### src/rtl/alu_pkg.sv
// Shared opcode constants, ALU op encodings and the
// decode-to-FIFO entry type for the ALU control block.
package alu_pkg;

  localparam logic [4:0] OPC_RALU  = 5'b11011;
  localparam logic [4:0] OPC_RSHF  = 5'b11010;
  localparam logic [4:0] OPC_ADDI  = 5'b01000;
  localparam logic [4:0] OPC_SUBI  = 5'b01001;
  localparam logic [4:0] OPC_XORI  = 5'b01010;
  localparam logic [4:0] OPC_ANDNI = 5'b01011;
  localparam logic [4:0] OPC_BTR   = 5'b11001;
  localparam logic [4:0] OPC_LBI   = 5'b11000;
  localparam logic [4:0] OPC_SLBI  = 5'b10010;

  // Group prefixes: shift-imm 101xx, compare 111xx
  localparam logic [2:0] GRP_SHI   = 3'b101;
  localparam logic [2:0] GRP_CMP   = 3'b111;

  typedef enum logic [3:0] {
    ALU_ADD  = 4'd0,
    ALU_SUB  = 4'd1,
    ALU_XOR  = 4'd2,
    ALU_ANDN = 4'd3,
    ALU_ROL  = 4'd4,
    ALU_SLL  = 4'd5,
    ALU_ROR  = 4'd6,
    ALU_SRL  = 4'd7,
    ALU_SEQ  = 4'd8,
    ALU_SLT  = 4'd9,
    ALU_SLE  = 4'd10,
    ALU_SCO  = 4'd11,
    ALU_FLIP = 4'd12,
    ALU_PASS = 4'd13,
    ALU_MOVB = 4'd14
  } alu_op_e;

  typedef struct packed {
    logic [15:0] a;
    logic [15:0] b;
    alu_op_e     op;
    logic        illegal;
  } alu_ent_t;

  function automatic logic [15:0] sext5(
    input logic [4:0] v
  );
    return {{11{v[4]}}, v};
  endfunction

  function automatic logic [15:0] sext8(
    input logic [7:0] v
  );
    return {{8{v[7]}}, v};
  endfunction

endpackage

### src/rtl/alu_ctrl_decode.sv
// Combinational WISC instruction decode into one
// ALU command entry (operands, op, illegal flag).
module alu_ctrl_decode
  import alu_pkg::*;
(
  input  logic [15:0] i_instr,
  input  logic [15:0] i_rs,
  input  logic [15:0] i_rt,
  output alu_ent_t    o_ent
);

  logic [4:0] w_opc;
  logic [1:0] w_func;
  logic [2:0] w_unused_bits;

  assign w_opc         = i_instr[15:11];
  assign w_func        = i_instr[1:0];
  assign w_unused_bits = i_instr[10:8];

  always_comb begin
    o_ent = '0;
    unique case (1'b1)
      (w_opc == OPC_RALU): begin
        o_ent.op = alu_op_e'({2'b00, w_func});
        o_ent.a  = i_rs;
        o_ent.b  = i_rt;
      end
      (w_opc == OPC_RSHF): begin
        o_ent.op = alu_op_e'({2'b01, w_func});
        o_ent.a  = i_rs;
        o_ent.b  = i_rt;
      end
      (w_opc[4:2] == GRP_CMP): begin
        o_ent.op = alu_op_e'({2'b10, w_opc[1:0]});
        o_ent.a  = i_rs;
        o_ent.b  = i_rt;
      end
      (w_opc == OPC_ADDI): begin
        o_ent.op = ALU_ADD;
        o_ent.a  = i_rs;
        o_ent.b  = sext5(i_instr[4:0]);
      end
      (w_opc == OPC_SUBI): begin
        o_ent.op = ALU_SUB;
        o_ent.a  = i_rs;
        o_ent.b  = sext5(i_instr[4:0]);
      end
      (w_opc == OPC_XORI): begin
        o_ent.op = ALU_XOR;
        o_ent.a  = i_rs;
        o_ent.b  = {11'd0, i_instr[4:0]};
      end
      (w_opc == OPC_ANDNI): begin
        o_ent.op = ALU_ANDN;
        o_ent.a  = i_rs;
        o_ent.b  = {11'd0, i_instr[4:0]};
      end
      (w_opc[4:2] == GRP_SHI): begin
        o_ent.op = alu_op_e'({2'b01, w_opc[1:0]});
        o_ent.a  = i_rs;
        o_ent.b  = {12'd0, i_instr[3:0]};
      end
      (w_opc == OPC_BTR): begin
        o_ent.op = ALU_FLIP;
        o_ent.a  = i_rs;
      end
      (w_opc == OPC_LBI): begin
        o_ent.op = ALU_PASS;
        o_ent.b  = sext8(i_instr[7:0]);
      end
      (w_opc == OPC_SLBI): begin
        o_ent.op = ALU_MOVB;
        o_ent.a  = i_rs;
        o_ent.b  = {8'd0, i_instr[7:0]};
      end
      default: begin
        o_ent.illegal = 1'b1;
      end
    endcase
  end

endmodule

### src/rtl/alu_ctrl.sv
// ALU control: decode into a 2-entry output FIFO.
// ALU_CTRL_ILLEGAL_CNT_EN adds a saturating illegal_cnt.
module alu_ctrl
  import alu_pkg::*;
(
  input  logic        clk,
  input  logic        rst,
  input  logic        in_valid,
  output logic        in_ready,
  input  logic [15:0] instr,
  input  logic [15:0] rs_data,
  input  logic [15:0] rt_data,
  output logic        out_valid,
  input  logic        out_ready,
  output logic [15:0] alu_a,
  output logic [15:0] alu_b,
  output logic [3:0]  alu_op,
`ifdef ALU_CTRL_ILLEGAL_CNT_EN
  output logic [7:0]  illegal_cnt,
`endif
  output logic        illegal
);

  alu_ent_t   w_dec;
  alu_ent_t   w_out;
  alu_ent_t   r_mem [2];
  logic       r_wptr;
  logic       r_rptr;
  logic [1:0] r_count;
  logic       w_push;
  logic       w_pop;

  alu_ctrl_decode u_dec (
    .i_instr (instr),
    .i_rs    (rs_data),
    .i_rt    (rt_data),
    .o_ent   (w_dec)
  );

  // rst gating hides stale state during the reset cycle
  assign in_ready  = ~rst & (r_count < 2'd2);
  assign out_valid = ~rst & (r_count != 2'd0);
  assign w_push    = in_valid & in_ready;
  assign w_pop     = out_valid & out_ready;

  assign w_out   = out_valid ? r_mem[r_rptr] : '0;
  assign alu_a   = w_out.a;
  assign alu_b   = w_out.b;
  assign alu_op  = w_out.op;
  assign illegal = w_out.illegal;

  always_ff @(posedge clk) begin
    if (rst) begin
      r_wptr  <= 1'b0;
      r_rptr  <= 1'b0;
      r_count <= 2'd0;
    end else begin
      if (w_push) r_wptr <= ~r_wptr;
      if (w_pop)  r_rptr <= ~r_rptr;
      unique case ({w_push, w_pop})
        2'b10:   r_count <= r_count + 2'd1;
        2'b01:   r_count <= r_count - 2'd1;
        default: r_count <= r_count;
      endcase
    end
  end

  always_ff @(posedge clk) begin
    if (rst) begin
      r_mem[0] <= '0;
      r_mem[1] <= '0;
    end else if (w_push) begin
      r_mem[r_wptr] <= w_dec;
    end
  end

`ifdef ALU_CTRL_ILLEGAL_CNT_EN
  logic [7:0] r_ill_cnt;

  always_ff @(posedge clk) begin
    if (rst) begin
      r_ill_cnt <= 8'd0;
    end else if (w_push && w_dec.illegal
                 && r_ill_cnt != 8'hFF) begin
      r_ill_cnt <= r_ill_cnt + 8'd1;
    end
  end

  assign illegal_cnt = r_ill_cnt;
`endif

endmodule

### config.mk
export PLATFORM = sky130hd
export DESIGN_NAME = alu_ctrl
export DESIGN_NICKNAME = d
export VERILOG_FILES = /design/src/rtl/alu_pkg.sv /design/src/rtl/alu_ctrl_decode.sv /design/src/rtl/alu_ctrl.sv
export SDC_FILE = /design/constraint.sdc
export NUM_CORES = 1
export LEC_CHECK = 0
export ABC_AREA = 1
export ABC_CLOCK_PERIOD_IN_PS = 2600
export BUFFER_PORTS_ARGS = -buffer_cell sky130_fd_sc_hd__buf_2
export CELL_PAD_IN_SITES_DETAIL_PLACEMENT = 1
export CELL_PAD_IN_SITES_GLOBAL_PLACEMENT = 1
export CORE_UTILIZATION = 41
export CTS_CLUSTER_SIZE = 24
export DETAILED_ROUTE_END_ITERATION = 10
export PLACE_DENSITY_LB_ADDON = 0.15
export SLEW_MARGIN = 20
export SYNTH_ARGS = -nofsm -noshare
export SYNTH_HDL_FRONTEND = slang
export SYNTH_SLANG_ARGS = --single-unit
### constraint.sdc
create_clock -name clk -period 2.6 [get_ports clk]
set_clock_uncertainty 0.05 [all_clocks]
set_input_delay 0.13 -clock clk [delete_from_list [all_inputs] [get_ports clk]]
set_output_delay 0.13 -clock clk [all_outputs]
set_load 0.02 [all_outputs]
==> Yosys cells after proc, flatten, opt, wreduce, memory -nomap -nowiden <==
Memory sizes are Yosys's and may differ from the RTL's. A register that Yosys moved wholly into a read port is not among the register bits.
Cells that the tools add are included.
{ "totals": {"inputBits": 52, "output_inout_bits": 39, "elab_cells": 51, "ram_bits": 74, "ff_bits": 4, "mem_count": 1} }
{ "memory_table": {"columns": ["name", "words", "width", "read_ports", "rd_clocked_by_memory_dff", "wr", "line_no", "source"], "rows": [
  ["r_mem", 2, 37, 1, 1, 2, "alu_ctrl.sv:26", "alu_ent_t r_mem [2];"]
]} }
{ "classes": {"magnitude_cmp": 1, "add_sub_neg": 2, "n_mux": 16, "bitwise": 7, "n_reduce_logical": 8, "eq_ne": 13} }
{ "op_table": {"columns": ["op", "n"], "rows": [
  ["one-hot mux 16 bit (6 select lines)", 1],
  ["two-way mux 37 bit", 2],
  ["one-hot mux 4 bit (10 select lines)", 1],
  ["OR reduction 37 bit", 1],
  ["equality test 5 bit, second input constant", 5],
  ["equality test 5 x 4 -> 1 bit, second input constant", 4],
  ["two-way mux 16 bit", 1],
  ["OR reduction 11 bit", 1],
  ["two-way mux 1 bit", 10],
  ["OR reduction 10 bit", 1],
  ["equality test 3 bit, second input constant", 2],
  ["bitwise AND 1 bit", 4],
  ["one-hot mux 2 bit (2 select lines)", 1],
  ["nonzero test 2 bit", 2],
  ["OR reduction 2 bit", 2],
  ["inverter 1 bit", 3],
  ["OR reduction 3 bit", 1],
  ["adder 2 x 1 -> 2 bit, second input constant", 1],
  ["equality test 2 x 1 -> 1 bit, second input constant", 1],
  ["equality test 2 bit, second input constant", 1],
  ["less-than comparator 2 bit, second input constant", 1],
  ["subtractor 2 x 1 -> 2 bit, second input constant", 1]
]} }

==> Depth between registers and ports, before layout <==
Gate-level depths: netlist of run 1.
{ "logic_depth": {"depth_word": 8, "mapped_depth": 10, "mapped_depth_nobuf": 9} }

==> By module <==
Synthesis of run 1 repeated with hierarchy kept, for this count alone.
{ "hier_totals": {"hier_cells": 595, "hier_area_um2": 4584.4} }
{ "by_module_without_submodules": {"columns": ["mod", "instances", "cells_each", "area_per_inst_um2", "seq_area_each_um2"], "rows": [
  ["alu_ctrl", 1, 429, 3786.1, 2322.2],
  ["alu_ctrl_decode", 1, 166, 798.3, 0.0]
]} }

==> Least setup slack after synthesis of run 1 <==
No wires, ideal clock.
{ "synth_timing": {"path_kind": "flip-flop to flip-flop", "from": "register r_count[1]", "to": "memory r_mem[0][0] (netlist bit), enable pin", "required_time_ns": 2.155, "path_slack_ns": 0.077, "synth_period_minus_slack_ns": 2.523, "path_buffers": 2, "arrival_time_ns": 2.078, "path_stages_with_launch": 8, "setup_ns": 0.395, "path_cell_list": "dfxtp_1 > nor2_1 > nand2_1 > inv_1 > nand2_1 > buf_2 > buf_2 > nand2_1"} }
{ "synth_lines": {"columns": ["item", "line_no", "source"], "rows": [
  ["start: declaration", "alu_ctrl.sv:29", "logic [1:0] r_count;"],
  ["start signal: assignment", "alu_ctrl.sv:61", "2'b10: r_count <= r_count + 2'd1;"],
  ["start signal: assignment", "alu_ctrl.sv:62", "2'b01: r_count <= r_count - 2'd1;"],
  ["start signal: assignment", "alu_ctrl.sv:63", "default: r_count <= r_count;"],
  ["end: declaration", "alu_ctrl.sv:26", null]
]} }

==> results of run 1 <==
==> worst max path at each step <==
stage	from	to	slack, ps
after floorplan	r_count[1]	r_mem[0][0]	80
after global placement	instr[14]	r_mem[0][18]	780
after detailed placement	instr[12]	r_mem[0][13]	740
after CTS	register	alu_b[15]	520
after global routing	register	alu_b[15]	450
final	register	alu_b[15]	550
==> worst max-delay path: stages, from the launching register on <==
cell	delay (ps)
sky130_fd_sc_hd__dfxtp_2	560
sky130_fd_sc_hd__buf_4	320
sky130_fd_sc_hd__mux2_2	370
sky130_fd_sc_hd__nand2_1	80
sky130_fd_sc_hd__inv_1	40
sky130_fd_sc_hd__buf_2	150
==> registers in the layout, summed over array words and instances (netlist names), named ones only <==
name / cells
r_mem: 74
r_wptr: 1
r_count: 2
r_rptr: 1
==> synth_stat cells, types with 3 or more instances <==
library cell / number
sky130_fd_sc_hd__nor2_1: 111
sky130_fd_sc_hd__nor3_1: 3
sky130_fd_sc_hd__clkbuf_1: 4
sky130_fd_sc_hd__a21oi_1: 15
sky130_fd_sc_hd__buf_2: 12
sky130_fd_sc_hd__dfxtp_1: 5
sky130_fd_sc_hd__xor2_1: 3
sky130_fd_sc_hd__nand3_1: 14
sky130_fd_sc_hd__mux2_2: 37
sky130_fd_sc_hd__nand4_1: 10
sky130_fd_sc_hd__nand2_1: 91
sky130_fd_sc_hd__edfxtp_1: 74
sky130_fd_sc_hd__inv_1: 64
==> cells by family (layout without fill, tap and decap cells) <==
group,after synthesis,in the layout,share of synthesized area [%]
flip-flops,79,79,55.2
multiplexers,37,37,9.90
adder cells (fa/ha/maj),1,1,0.297
buffers and inverters,86,176,8.39
AND/OR/NAND/NOR,234,234,22.8
AO/OA/AOI/OAI,20,20,2.80
XOR/XNOR,3,3,0.625
==> per-layer routing <==
metal	up-vias	GRT usage (%)	share of wire, %
met1	1628	25.6	44
li1	1649	-	-
met4	0	6.72	1.2
met3	12	3.83	3.1
met5	-	0	0
met2	61	38.2	52
==> where the power goes <==
| group | internal (mW) | leakage (nW) | switching [mW] |
|---|---|---|---|
| registers | 1.47 | 0.818 | 0.0298 |
| clock network | 0.445 | 0.0887 | 0.434 |
| logic | 0.176 | 1.57 | 0.312 |
| total | 2.10 | 2.48 | 0.776 |
==> cell type report <==
type,count,area (um2)
well taps,133,166
multi-input cells,295,1540
fillers,1186,4890
clock buffers,14,143
flip-flops and latches,79,2320
inverters,66,248
clock inverters,2,35.0
repair buffers,94,513
==> layout by cell type (no fill, tap or decap), types with 2 or more instances in the layout <==
cell type,instances
sky130_fd_sc_hd__nand3_1,14
sky130_fd_sc_hd__clkbuf_8,9
sky130_fd_sc_hd__buf_2,87
sky130_fd_sc_hd__nor2_4,2
sky130_fd_sc_hd__dfxtp_1,4
sky130_fd_sc_hd__edfxtp_1,74
sky130_fd_sc_hd__buf_4,5
sky130_fd_sc_hd__nand2_2,4
sky130_fd_sc_hd__nor3_1,3
sky130_fd_sc_hd__nor2_1,110
sky130_fd_sc_hd__xor2_1,3
sky130_fd_sc_hd__mux2_2,37
sky130_fd_sc_hd__nand2_1,89
sky130_fd_sc_hd__a21boi_0,2
sky130_fd_sc_hd__clkbuf_1,5
sky130_fd_sc_hd__inv_2,2
sky130_fd_sc_hd__nand4_1,10
sky130_fd_sc_hd__a21oi_1,15
sky130_fd_sc_hd__buf_12,2
sky130_fd_sc_hd__inv_1,64
==> stage by stage <==
step	std cells	hold slack, ps	cell area, um2	setup WS (ps)	util, %
after global placement	667	373	4790	779	48.6
after CTS	683	3.26	4970	516	50.4
after global routing	683	11.5	4970	451	50.4
final	683	20.6	4970	550	50.4
after detailed placement	667	379	4790	739	48.6
after floorplan	460	152	4210	77.4	-
==> summary.md, run 1 <==
## Status
• finished, final reports clean — status

## Yosys
• 9.14 um2 — average cell area after synthesis
• 513 — Syn Nets
• 79 — flop and latch count out of synthesis
• 52.8% — area fraction of the dominant cell type after synthesis
• 460 — gate count after technology mapping
• 55.2% — sequential fraction of the synthesis area
• 4210 um2 — area of the mapped netlist
• sky130_fd_sc_hd__edfxtp_1 (53%), sky130_fd_sc_hd__nor2_1 (9.9%), sky130_fd_sc_hd__mux2_2 (9.9%) — leading cell types by total area after synthesis
• sky130_fd_sc_hd__edfxtp_1 — top_reg_cell synth
• 0 — number of warnings printed during yosys synthesis
• sky130_fd_sc_hd__edfxtp_1 — leading area contributor after synthesis
• 74 — Post-synth EDFFs
• 25 — unique cell type count in the Yosys netlist
• 0% — async set or reset register ratio after synthesis

## Finish
• 598 — number of nets at the end of the flow
• 0 — Diodes inserted
• 28.0% — share of final-layout standard cells stronger than drive strength 1
• 18.2% — relative area change from synthesis to final layout

## Clock network
• 2 — Max Root-Sink Buffers
• 79 — number of sinks handled by clock tree synthesis
• 350 ps — clock latency at the later pin of the worst-skew pair
• 3 — deepest level of the CTS H-tree
• sky130_fd_sc_hd__clkbuf_8 — Clock Root Buffer
• 80 ps — clock input transition at the sequential cells of the worst setup and hold paths
• 0 — number of buffers inserted to repair setup after CTS
• yes — CTS tree
• 0 — quantity of hold-fixing buffers added after cts
• 0 — post-CTS resize count
• 9 — number of buffers added by the clock tree synthesis step

## Worst hold path
• 2 — Worst Hold Path Cells
• rst — Min-Delay Startpoint
• r_count[0] — endpoint of the worst hold-timing path
• input pin to register — classification of the worst-slack hold path

## Routing
• 10.6 mm — aggregate routed wire length
• 4 — iteration count of the initial detailed-routing pass
• 4.90 — vias per std cell
• 15.5 um — routed len/inst
• 125 — number of DRC markers in iteration 0
• 3,350 — via count of the routed design
• 0 — DRC viols
• 0 — number of routed nets with antenna violations

## Timing
• 488 MHz — upper clock frequency limit
• 2050 ps — minimum period implied by the final worst setup slack
• 78.9% — Period Utilization, post-route
• 0 — final hold violations
• 470 ps — Slew @ Worst Pin
• 0 ps — summed negative setup slack over all endpoints
• 0 — setup violation total in the final timing report
• no — setup repair after global routing missed its margin
• 68.6% — worst max-slew margin expressed relative to the limit
• 0 — final max-slew violation count

## Setup path
• 8 — depth of the worst register-to-register path
• register to output pin — worst setup path class
• 2420 ps — critical path data required time
• r_mem[0][3] — FF-to-FF End
• output pin — Crit. End Element
• register — type of origin of the critical path
• 1870 ps — data arrival time of the critical path
• 890 ps — internal reg-to-reg setup slack
• r_count[1] — FF-to-FF Start
• 15 — CP max FO

## Floorplanning
• 103 um — width of the chip
• 9860 um2 — floorplan core area
• 10,700 um2 — die area
• 91 — ports placed on the boundary
• 103 um — Die H
• 42.6% — starting density of the core
• 36 — num rows

## Flow run
• 0 — max capacitance violation total

## Pwr
• 2.87 mW — Power Total
• 577 nW/um2 — PD cells
• 0.285 mV — largest vdd supply drop
• 2.48 nW — static power due to leakage

## Placed design
• 0.803 — last weighted congestion value of the routability-driven placer
• 87 — I/O Buffers
• 7.04 mm — detailed placer's ending HPWL

## Global routing
• 3,424 — via count of the first global-routing pass
• 21.1% — overall track demand over capacity in global routing
• 39 — largest net degree at the start of global routing
• 0 — antenna violations before repair
• 0 — Congestion Overflow GR
• 16.7 mm — wire length of the first global-routing pass

Note: power is estimated with default switching activity, not from simulation.
==> inputs of run 2 (changes only) <==
--- a/config.mk
+++ b/config.mk
@@ -6,7 +6,7 @@
 export NUM_CORES = 1
 export LEC_CHECK = 0
 export ABC_AREA = 1
-export ABC_CLOCK_PERIOD_IN_PS = 2600
+export ABC_CLOCK_PERIOD_IN_PS = 1900
 export BUFFER_PORTS_ARGS = -buffer_cell sky130_fd_sc_hd__buf_2
 export CELL_PAD_IN_SITES_DETAIL_PLACEMENT = 1
 export CELL_PAD_IN_SITES_GLOBAL_PLACEMENT = 1
==> constraint.sdc (replaced) <==
create_clock -name clk -period 1.9 [get_ports clk]
set_clock_uncertainty 0.05 [all_clocks]
set_input_delay 0.095 -clock clk [delete_from_list [all_inputs] [get_ports clk]]
set_output_delay 0.095 -clock clk [all_outputs]
set_load 0.02 [all_outputs]
==> run 2 against run 1 <==
  * Combinational power grew 43%
  * Sequential share of layout area shrank 1.6 points
  * Critical path depth is 1 higher
  * Via count shrank 0.54%
  * Die area is the same
  * Register-to-register slack worse by 580 ps
  * Global-route usage is 0.31 points lower
  * Non-clock buffer count rose by 10
  * Setup slack got worse by 390 ps
==> summary.md, run 2 (synthesized netlist as in run 1, its figures left out) <==
## Status
• finished, final reports clean — status

## Routing
• 0 — number of routed nets with antenna violations, unchanged
• 14.8 um — routed len/inst, -4.6%
• 80 — number of DRC markers in iteration 0, -36%
• 5 — iteration count of the initial detailed-routing pass, +1
• 3,332 — via count of the routed design, -0.54%
• 4.81 — vias per std cell, -2.0%
• 10.2 mm — aggregate routed wire length, -3.2%
• 0 — DRC viols, unchanged

## Global routing
• 0 — antenna violations before repair, unchanged
• 3,492 — via count of the first global-routing pass, +2.0%
• 0 — Congestion Overflow GR, unchanged
• 16.4 mm — wire length of the first global-routing pass, -1.8%
• 39 — largest net degree at the start of global routing, unchanged
• 20.8% — overall track demand over capacity in global routing, -0.31 points

## Clock network
• 80 ps — clock input transition at the sequential cells of the worst setup and hold paths, about the same
• sky130_fd_sc_hd__clkbuf_8 — Clock Root Buffer
• 79 — number of sinks handled by clock tree synthesis, unchanged
• yes — CTS tree
• 2 — Max Root-Sink Buffers, unchanged
• 9 — number of buffers added by the clock tree synthesis step, unchanged
• 0 — number of buffers inserted to repair setup after CTS, unchanged
• 350 ps — clock latency at the later pin of the worst-skew pair, about the same
• 3 — deepest level of the CTS H-tree, unchanged

## Flow run
• 0 — max capacitance violation total, unchanged

## Floorplanning
• 10,700 um2 — die area, unchanged
• 91 — ports placed on the boundary, unchanged
• 103 um — Die H, unchanged
• 42.6% — starting density of the core, unchanged
• 103 um — width of the chip, unchanged
• 36 — num rows, unchanged
• 9860 um2 — floorplan core area, unchanged

## Finish
• 1,184 — fill cell instance count of the final layout, -0.17%
• r_mem x74, r_count x2 — Largest regs
• 5150 um2 — final design instance area without fill, +3.5%
• 2320 um2 — Reg area, unchanged
• 74 — number of flip-flops in the largest register, unchanged
• 693 — number of standard cells in the final layout excluding fillers, +1.5%
• 1550 um2 — combined area of the multi-input logic cells, +0.49%
• 0 — Diodes inserted, unchanged
• 22.3% — relative area change from synthesis to final layout
• 608 — number of nets at the end of the flow, +1.7%
• r_mem — top register by number of flip-flops
• 52.2% — core occupancy in the finished layout, +1.8 points
• sky130_fd_sc_hd__nor2_1 — most frequent standard cell in the layout excluding fill and tap cells
• 29.1% — share of final-layout standard cells stronger than drive strength 1, +1.1 points
• sky130_fd_sc_hd__nor2_1 (109), sky130_fd_sc_hd__nand2_1 (89), sky130_fd_sc_hd__buf_2 (87) — top library cells by usage in the layout, fill and taps aside

## Setup path
• nor2_1 -> nor2_2 -> buf_6 -> nand2_1 -> inv_1 -> buf_2 — crit path cell chain
• 1750 ps — critical path data required time, -670 ps
• 3 — worst path bufs/invs, unchanged
• 38 — CP max FO, +23
• buffers and inverters — cell class contributing the biggest share of worst-path delay
• output pin — Crit. End Element
• 390 ps — delay of the slowest critical-path stage, -170 ps
• register — type of origin of the critical path
• 1590 ps — data arrival time of the critical path, -280 ps
• sky130_fd_sc_hd__dfxtp_1 — Critical-path top delay cell
• register to output pin — worst setup path class

## Pwr
• 4.10 mW — Power Total, +43%
• 0.426 mV — largest vdd supply drop, +50%
• 2.56 nW — static power due to leakage, +3.1%
• 796 nW/um2 — PD cells, +38%

## Timing
• 0 — final max-slew violation count, unchanged
• 0 — final hold violations, unchanged
• 72.2% — worst max-slew margin expressed relative to the limit, +3.7 points
• 1740 ps — minimum period implied by the final worst setup slack
• 91.6% — Period Utilization, post-route
• 415 ps — Slew @ Worst Pin, -55.5 ps
• 575 MHz — upper clock frequency limit
• 160 ps — Worst Slack Setup Final, -389 ps
• no — setup repair after global routing missed its margin
• 0 ps — summed negative setup slack over all endpoints, unchanged
• 17.0 ps — tightest hold margin, -3.58 ps
• 0 — setup violation total in the final timing report, unchanged

## Placed design
• 6.70 mm — detailed placer's ending HPWL, -4.9%
• 4870 um2 — instance area after placement, +1.6%
• 671 — Post-Place Cells, +0.60%
• 242 ps — worst slack after detailed placement, -497 ps
• 87 — I/O Buffers, unchanged
• 0.775 — last weighted congestion value of the routability-driven placer, -3.5%

## Worst hold path
• input pin to register — classification of the worst-slack hold path

[run 2: cell types whose count changed in the layout (fill, tap and decap cells not counted), moves of 2 or more]
cell,change
sky130_fd_sc_hd__clkinvlp_4,+2
sky130_fd_sc_hd__nor2_2,+2
sky130_fd_sc_hd__nand2_4,+2
sky130_fd_sc_hd__nand2_2,-2
sky130_fd_sc_hd__buf_12,+3
sky130_fd_sc_hd__dlygate4sd3_1,+6
sky130_fd_sc_hd__clkbuf_1,-4
[run 2: tightest hold or removal path, cell delays in order]
cell and delay (ps):
sky130_fd_sc_hd__buf_2 70, sky130_fd_sc_hd__nand2_1 60, sky130_fd_sc_hd__nor2_1 80
[run 2: timing repair]
action | in CTS | in global routing
setup endpoints to repair | 2 | 0
hold endpoints to repair | 9 | 0
hold buffers | 6 | 0
resized for setup | 1 | 0
[run 2: routing by layer]
metal,GRT usage [%],share of wire [%]
met5,0,0
met4,6.39,0.88
met3,4.50,3.6
met2,38.2,52
met1,24.3,44
[run 2: where the power goes]
part	leakage (nW)	internal [mW]	total, mW	switching (mW)
Clock	0.102	0.736	1.35	0.611
Combinational	1.64	0.266	0.698	0.432
Sequential	0.818	2.02	2.05	0.0330
[run 2: path summary, 6_finish.rpt]
check                                     to  cells after the start        from  slack (ps)
worst max-delay path               alu_op[2]                      6  r_count[1]         160
worst min-delay path            r_mem[1][29]                      3  rs_data[8]          20
worst max register to register    r_count[1]                      9  r_count[1]         310
worst min register to register        r_wptr                      2      r_wptr         440
[run 2: layout make-up]
class	instances	share of cell area [%]
clock buffer	10	2.48
clock inverter	6	1.65
inverter	66	4.81
multi-input combinational	295	30.1
sequential	79	45.1
tap	133	3.23
timing repair buffer	104	12.5
